$ cat src/rtl/hex_page_sequencer_pkg.sv
// Shared types and sizes for the HEX page sequencer.
package hex_page_sequencer_pkg;

  localparam int unsigned REQ_N  = 4;
  localparam int unsigned DATA_W = 8;
  localparam int unsigned PTR_W  = 2;

  typedef enum logic [1:0] {
    StIdle  = 2'd0,
    StShow  = 2'd1,
    StBlank = 2'd2
  } state_e;

endpackage

$ cat src/rtl/hex_page_sequencer_rr_arbiter4.sv
// Combinational round-robin pick among four requesters, starting the scan at i_ptr.
module hex_page_sequencer_rr_arbiter4
  import hex_page_sequencer_pkg::*;
(
  input  logic [REQ_N-1:0] i_req,
  input  logic [PTR_W-1:0] i_ptr,
  output logic [PTR_W-1:0] o_win,
  output logic             o_any
);

  logic [PTR_W-1:0] w_idx;

  // Scan from farthest to nearest so the requester closest to i_ptr wins last.
  always_comb begin
    o_win = '0;
    o_any = 1'b0;
    w_idx = '0;
    for (int k = REQ_N - 1; k >= 0; k--) begin
      w_idx = i_ptr + PTR_W'(k);
      if (i_req[w_idx]) begin
        o_win = w_idx;
        o_any = 1'b1;
      end
    end
  end

endmodule

$ cat src/rtl/hex_page_sequencer.sv
// Time-shares one two-digit HEX display between four requesters with a guaranteed dwell.
// Optional blank gap between pages is enabled by defining HEXSEQ_BLANK_EN.
module hex_page_sequencer
  import hex_page_sequencer_pkg::*;
#(
  parameter int unsigned DWELL        = 50_000_000,
  parameter int unsigned CNT_W        = 26,
  parameter int unsigned BLANK_CYCLES = 1000
) (
  input  logic              i_clk,
  input  logic              i_rst_n,
  input  logic [REQ_N-1:0]  i_req,
  input  logic [DATA_W-1:0] i_data0,
  input  logic [DATA_W-1:0] i_data1,
  input  logic [DATA_W-1:0] i_data2,
  input  logic [DATA_W-1:0] i_data3,
  input  logic              i_hold,
  output logic [REQ_N-1:0]  o_grant,
  output logic [PTR_W-1:0]  o_sel,
  output logic [DATA_W-1:0] o_disp_data,
  output logic              o_disp_blank,
  output logic              o_busy,
  output logic              o_page_done
);

  localparam logic [CNT_W-1:0] DWELL_INIT = CNT_W'(DWELL - 1);
  localparam int unsigned      CNT_MAX    = (DWELL > BLANK_CYCLES) ? DWELL : BLANK_CYCLES;

  if (DWELL == 0 || ((CNT_MAX - 1) >> CNT_W) != 0) begin : g_bad_cnt_w
    $error("hex_page_sequencer: DWELL must be >= 1 and fit in CNT_W");
  end

  state_e            r_state, w_state_d;
  logic [PTR_W-1:0]  r_ptr, w_ptr_d;
  logic [CNT_W-1:0]  r_cnt, w_cnt_d;
  logic [REQ_N-1:0]  r_grant, w_grant_d;
  logic [PTR_W-1:0]  r_sel, w_sel_d;
  logic [DATA_W-1:0] r_disp_data, w_disp_data_d;
  logic              r_busy, w_busy_d;
  logic              r_page_done, w_page_done_d;

  logic [DATA_W-1:0] w_data [REQ_N];
  logic [PTR_W-1:0]  w_arb_ptr;
  logic [PTR_W-1:0]  w_win;
  logic              w_any;
  logic              w_grant_now;

  assign w_data[0] = i_data0;
  assign w_data[1] = i_data1;
  assign w_data[2] = i_data2;
  assign w_data[3] = i_data3;

  // On dwell expiry the scan must already start past the page just shown.
  assign w_arb_ptr = (r_state == StShow) ? r_sel + PTR_W'(1) : r_ptr;

  hex_page_sequencer_rr_arbiter4 u_arb (
    .i_req (i_req),
    .i_ptr (w_arb_ptr),
    .o_win (w_win),
    .o_any (w_any)
  );

`ifdef HEXSEQ_BLANK_EN
  localparam logic [CNT_W-1:0] BLANK_INIT = CNT_W'(BLANK_CYCLES - 1);
  logic r_disp_blank, w_disp_blank_d;
`endif

  always_comb begin
    w_state_d     = r_state;
    w_ptr_d       = r_ptr;
    w_cnt_d       = r_cnt;
    w_grant_d     = r_grant;
    w_sel_d       = r_sel;
    w_disp_data_d = r_disp_data;
    w_busy_d      = r_busy;
    w_page_done_d = 1'b0;
    w_grant_now   = 1'b0;
`ifdef HEXSEQ_BLANK_EN
    w_disp_blank_d = r_disp_blank;
`endif
    unique case (r_state)
      StIdle: w_grant_now = w_any && !i_hold;
      StShow: begin
        if (!i_hold) begin
          if (r_cnt != '0) begin
            w_cnt_d = r_cnt - CNT_W'(1);
          end else begin
            w_page_done_d = 1'b1;
            w_ptr_d       = r_sel + PTR_W'(1);
            w_grant_d     = '0;
`ifdef HEXSEQ_BLANK_EN
            w_state_d      = StBlank;
            w_disp_blank_d = 1'b1;
            w_cnt_d        = BLANK_INIT;
`else
            w_grant_now = w_any;
            w_state_d   = StIdle;
            w_busy_d    = 1'b0;
`endif
          end
        end
      end
`ifdef HEXSEQ_BLANK_EN
      StBlank: begin
        if (r_cnt == '0) begin
          w_disp_blank_d = 1'b0;
          w_grant_now    = w_any && !i_hold;
          w_state_d      = StIdle;
          w_busy_d       = 1'b0;
        end else if (!i_hold) begin
          w_cnt_d = r_cnt - CNT_W'(1);
        end
      end
`endif
      default: w_state_d = StIdle;
    endcase
    // A grant overrides any idle/blank decision made above in the same cycle.
    if (w_grant_now) begin
      w_state_d     = StShow;
      w_grant_d     = REQ_N'(1) << w_win;
      w_sel_d       = w_win;
      w_disp_data_d = w_data[w_win];
      w_busy_d      = 1'b1;
      w_cnt_d       = DWELL_INIT;
    end
  end

  always_ff @(posedge i_clk or negedge i_rst_n) begin
    if (!i_rst_n) begin
      r_state     <= StIdle;
      r_ptr       <= '0;
      r_cnt       <= '0;
      r_grant     <= '0;
      r_sel       <= '0;
      r_disp_data <= '0;
      r_busy      <= 1'b0;
      r_page_done <= 1'b0;
    end else begin
      r_state     <= w_state_d;
      r_ptr       <= w_ptr_d;
      r_cnt       <= w_cnt_d;
      r_grant     <= w_grant_d;
      r_sel       <= w_sel_d;
      r_disp_data <= w_disp_data_d;
      r_busy      <= w_busy_d;
      r_page_done <= w_page_done_d;
    end
  end

`ifdef HEXSEQ_BLANK_EN
  always_ff @(posedge i_clk or negedge i_rst_n) begin
    if (!i_rst_n) r_disp_blank <= 1'b0;
    else          r_disp_blank <= w_disp_blank_d;
  end
  assign o_disp_blank = r_disp_blank;
`else
  assign o_disp_blank = 1'b0;
`endif

  assign o_grant     = r_grant;
  assign o_sel       = r_sel;
  assign o_disp_data = r_disp_data;
  assign o_busy      = r_busy;
  assign o_page_done = r_page_done;

endmodule

$ cat config.mk
export PLATFORM = sky130hd
export DESIGN_NAME = hex_page_sequencer
export DESIGN_NICKNAME = d
export VERILOG_FILES = /design/src/rtl/hex_page_sequencer_pkg.sv /design/src/rtl/hex_page_sequencer_rr_arbiter4.sv /design/src/rtl/hex_page_sequencer.sv
export SDC_FILE = /design/constraint.sdc
export NUM_CORES = 1
export LEC_CHECK = 0
export ABC_AREA = 1
export CAP_MARGIN = 5
export CORE_ASPECT_RATIO = 1.2
export CORE_MARGIN = 2
export CORE_UTILIZATION = 35
export DETAILED_ROUTE_END_ITERATION = 12
export DONT_BUFFER_PORTS = 1
export GPL_TIMING_DRIVEN = 0
export SLEW_MARGIN = 20
export SYNTH_ARGS = -nofsm -noshare
export SYNTH_HDL_FRONTEND = slang
export SYNTH_SLANG_ARGS = --single-unit
$ cat constraint.sdc
create_clock -name i_clk -period 3.4 [get_ports i_clk]
set_input_delay 0.68 -clock i_clk [delete_from_list [all_inputs] [get_ports i_clk]]
set_output_delay 0.68 -clock i_clk [all_outputs]
set_load 0.1 [all_outputs]
# After elaboration in Yosys (flattened, before gate mapping)
# Cells that the tools add are included.
[classes]
n_reduce_logical = 10
n_shift = 1
n_lt_le_gt_ge = 5
mux = 42
addsub = 5
eq_ne = 6
bitwise_logic = 3
[ops]
columns = ["cell", "n"]
rows = [
  ["$mux W26", 4],
  ["$reduce_bool A26 Y1", 1],
  ["$sub A26 B1 Y26 const B", 1],
  ["$mux W1", 17],
  ["$bmux W8 S2", 1],
  ["$mux W2", 8],
  ["$mux W4", 4],
  ["$mux W8", 2],
  ["$lt A2 B3 Y1 const B", 4],
  ["$reduce_and A3 Y1", 4],
  ["$bmux W1 S2", 4],
  ["$ne A3 B3 Y1 const B", 2],
  ["$add A2 B1 Y2 const B", 2],
  ["$add A2 B2 Y2 const B", 2],
  ["$ne A2 B2 Y1 const B", 2],
  ["$pmux W2 S2", 1],
  ["$reduce_bool A2 Y1", 2],
  ["$shl A1 B2 Y4 const A", 1],
  ["$ge A3 B3 Y1 const B", 1],
  ["$not A2 Y3", 1],
  ["$eq A2 B1 Y1 const B", 1],
  ["$logic_not A2 Y1", 1],
  ["$ne A2 B1 Y1 const B", 1],
  ["$not A1 Y1", 2],
  ["3 further kinds", 3],
]
[word_totals]
output_inout_bits = 17
ff_bits = 46
in_bits = 39

# Depth between registers and ports, before layout
[depth]
depth_word = 14
depth_mapped = 19
mapped_depth_nobuf = 17

# Modules after synthesis
# A second synthesis with hierarchy kept.
[unflattened]
hier_cells = 482
area_unflattened_um2 = 3224.3
[by_module_without_submodules]
columns = ["mod", "seq_area_each_um2", "instances", "area_each_um2", "cells_per_inst"]
rows = [
  ["hex_page_sequencer", 1126.1, 1, 3009.1, 438],
  ["hex_page_sequencer_rr_arbiter4", 0.0, 1, 215.2, 44],
]

# Worst setup path after synthesis
# No wires, ideal clock.
[synth_timing]
path_kind = "reg2reg"
from = "reg r_sel[1] (netlist: o_sel[1])"
to = "reg r_disp_data[0] (netlist: o_disp_data[0])"
arrival_time_ns = 2.331
path_stages_with_launch = 15
setup_ns = 0.130
synth_period_minus_slack_ns = 2.462
slack_ns = 0.938
path_cell_list = "dfrtp_1 -> inv_1 -> nand2_2 -> nand3_2 -> nand3_1 -> nand3_1 -> nand2_1 -> inv_2 -> nand2_1 -> nand2_2 -> nand2_4 -> nand2_8 -> buf_6 -> o211ai_1 -> nand3_1"
[synth_between]
elab_chain_len = 13
[synth_rtl]
columns = ["element", "line_no", "text"]
rows = [
  ["from (decl)", "hex_page_sequencer.sv:37", "logic [PTR_W-1:0] r_sel, w_sel_d;"],
  ["from (signal assigned)", "hex_page_sequencer.sv:143", "r_sel <= w_sel_d;"],
  ["$add A2 B1 Y2 (*)", "hex_page_sequencer.sv:54", "assign w_arb_ptr = (r_state == StShow) ? r_sel + PTR_W'(1) : r_ptr;"],
  ["$mux W2 (*)", "hex_page_sequencer.sv:54", ""],
  ["$add A2 B2 Y2", "hex_page_sequencer_rr_arbiter4.sv:19", "w_idx = i_ptr + PTR_W'(k);"],
  ["$bmux W1 S2", "hex_page_sequencer_rr_arbiter4.sv:20", "if (i_req[w_idx]) begin"],
  ["$mux W1 (implied by the code)", "hex_page_sequencer_rr_arbiter4.sv:20", ""],
  ["$mux W2 (4 in series)", "hex_page_sequencer_rr_arbiter4.sv:20", ""],
  ["$not A2 Y3 (implied by the code)", "hex_page_sequencer.sv:122", "w_disp_data_d = w_data[w_win];"],
  ["$bmux W8 S2", "hex_page_sequencer.sv:122", ""],
  ["$mux W8 (implied by the code) (2 in series)", "hex_page_sequencer.sv:122", ""],
  ["to (signal assigned)", "hex_page_sequencer.sv:144", "r_disp_data <= w_disp_data_d;"],
  ["to (decl)", "hex_page_sequencer.sv:38", "logic [DATA_W-1:0] r_disp_data, w_disp_data_d;"],
]
# Mark *: on every way between the ends. The rest lies on a longest branch, timed or not. The select of a mux whose other input is x is not followed.
# A chain may end at the register's enable or synchronous reset.

# Worst setup path after layout
[layout_timing]
from = "reg r_sel[1] (netlist: o_sel[1])"
to = "reg r_disp_data[3] (netlist: o_disp_data[3])"
# The elaborated chain is that of the path after synthesis.

==> impl_metrics.tcl <==
set metrics [dict create \
    ys_seq_elements 45 \
    syn_avg_cell_area_sq_um 7.223 \
    drt_pass1_iterations 4 \
    arrival_ns 2.98 \
    gr-usage-met1 0.1995 \
    area_delta_synth_final_pct 8.981 \
    drcViolationCount 0 \
    clockBufferDepth 2 \
    fp.coreArea_sq_um 8611 \
    cts_resized 0 \
    drive_above_1_share 0.1205 \
    syn_area_sq_um 3120 \
    globalRouteMet2Util 0.2879 \
    cts_tree "done" \
    rsz0062_at_grt "false" \
    cellLeakagePower_nw 1.638 \
    cts_made_buffers 5 \
    wl_um 7685 \
    grt_pass1_vias 2739 \
    worst_pin_slew_ns 1.054 \
    cts_hold_buffers 0 \
    cts_max_level 2 \
    grt-ovfl-total 0 \
    status "completed" \
    placement_rows 37 \
    top_usage_layer "met2" \
    maxCapViolations 0 \
    fin_crit_sh 0.8169 \
    viasPerCell 4.998 \
    die_w_um 90.20 \
    cp_max_fo 10 \
    setup_viol 0 \
    placed_cell_area_sq_um 3267 \
    wire_per_inst_um 13.80 \
    grt_max_degree 46 \
    grt_pass1_wl_um 12940 \
    tns_ns 0 \
    track_usage 0.1614 \
    antenna_cells 0 \
    drt-initial-drc-count 170 \
    stdcell_area_sq_um 3401 \
    dieArea_sq_um 9690 \
    vdd_drop_max_mv 0.3434 \
    slew_headroom 0.2975 \
    die_h_um 107.4 \
    nets 480 \
    pin_count 56 \
    place_congestion 0.9157 \
    clk_pin_slew_ns 0.09 \
    ys_seq_area_frac 0.3609 \
    worst_setup_path_end_kind "flop" \
    use_met3 0.03361 \
    ys_types 34 \
    postCtsSetupBuffers 0 \
    syn_nets 473 \
    hold_viol 0 \
    via_count 2784 \
    clock_latency_ns 0.30 \
    synth_cells 432 \
    worstSetupPathType "flop to flop" \
    slew_violations 0 \
    numClockSinks 45 \
    ys_warn_count 0 \
    postLayoutCoreUtil 0.3949 \
    worstPathRequired_ns 3.60 \
    p_per_area_nw_per_um2 779.1 \
    dp_hpwl_um 6009 \
    cts_root_buf "clkbuf_8" \
    fmax_mhz 360.0 \
    fin_crit_ns 2.777 \
    skew_ns 0.01082 \
    portBuffers 0 \
    initial_utilization 0.3624 \
    worst_slack_ns 0.6226 \
    holdCritPathClass "primary input to async pin" \
    ant_nets 0 \
    place_ws_ns 0.6156 \
    cp-start-kind "flop" \
    grt_antenna_before_repair 0 \
]
## cells in the final DEF (no fill, tap or decap), types with 2 or more instances in the layout
cell / n
nand2_2: 11
buf_2: 3
nand2_4: 5
bufinv_16: 2
o21ai_1: 11
inv_1: 52
a21oi_1: 2
nor2_1: 39
clkbuf_8: 5
nor3_1: 7
inv_2: 4
o211ai_1: 5
nand4_1: 8
or2_1: 7
xor2_1: 13
buf_6: 6
ha_1: 2
nor2_2: 4
nand3_2: 2
xnor2_1: 2
o21ai_0: 19
dfrtp_1: 45
o31ai_1: 7
nand3b_4: 2
nand3_1: 59
nand2_1: 106
buf_4: 2
## area by class of cell
class	instances	area, sq um
plain buffers	12	112.6
clock buffers	5	68.82
clock inverters	3	65.06
fillers	916	5210
inverters	57	216.5
multi-input cells	318	1665
flip-flops and latches	45	1126
well taps	117	146.4
## report_power, final
part	total, mW	leakage (nW)	internal [mW]	switching (mW)
sequential	1.10	0.568	0.696	0.407
combinational	1.06	1.00	0.380	0.680
clock	0.486	0.0681	0.292	0.194
total	2.65	1.64	1.37	1.28
## worst max-delay path, stage by stage, from the launching register on
cell and delay [ns]:
dfrtp_1 0.99, inv_1 0.21, nand2_2 0.14, nand3_2 0.09
nand3_1 0.16, nand3_1 0.12, nand3_1 0.10, nand2_1 0.09
nor2_4 0.11, nand2_4 0.10, nand2_8 0.10, buf_8 0.14
nand2_2 0.04, nand3_1 0.06, nand2_1 0.05, nand2_1 0.09
nand2_1 0.06
## sequential cells by signal (all words and copies together), names as in the netlist
name,cells
o_busy,1
o_sel,2
o_disp_data,8
r_state,1
o_page_done,1
r_ptr,2
r_cnt,26
o_grant,4
## synthesized netlist by cell type, drive strengths merged
cell type  count  area share
a21oi          2      0.0032
a31oi          1      0.0020
buf           12       0.036
conb           1      0.0012
dfrtp         45        0.36
ha             2      0.0080
inv           57       0.069
nand2        123        0.17
nand3         61        0.10
nand3b         3       0.015
nand4          9       0.023
nor2          44       0.059
nor3           8       0.014
o211ai         5       0.012
o21ai         30       0.048
o31ai          7       0.017
or2            7       0.014
xnor2          2      0.0056
xor2          13       0.036
## final timing paths
path | startpoint | end | slack, ns | cells past startpoint
max | o_sel[1] | o_disp_data[3] | 0.62 | 16
min | i_rst_n | o_disp_data[4] | 0.06 | 0
max reg2reg | o_sel[1] | o_disp_data[3] | 0.62 | 16
min reg2reg | r_ptr[0] | r_ptr[0] | 0.52 | 2
max in group asynchronous | i_rst_n | r_cnt[0] | 3.25 | 0
min in group i_clk | i_hold | o_page_done | 0.46 | 1
## stage by stage
step	instances	total power, mW	hold slack [ns]
after global placement	549	2.145	0.3865
after CTS	557	2.657	0.05504
final	557	2.649	0.05845
after detailed placement	549	2.166	0.3862
after global routing	557	2.862	0.03546
after floorplan	432	1.938	0.3844
## routing by layer
metal | vias up | wire (um)
met5 | - | 0
met4 | 0 | 77
met3 | 10 | 439
met2 | 90 | 3760
met1 | 1273 | 3407
li1 | 1411 | -
## kinds of logic (layout without fill, tap and decap cells)
group                    Yosys count  in the layout  synth area share
XOR/XNOR                          15             15           0.04210
AND/OR/NAND/NOR                  255            255            0.4002
buffers and inverters             69             77            0.1054
AO/OA/AOI/OAI                     45             45           0.08220
other                              1              1          0.001202
flip-flops                        45             45            0.3609
adder cells (fa/ha/maj)            2              2          0.008018
No activity file was read; power rests on OpenSTA's default activity.
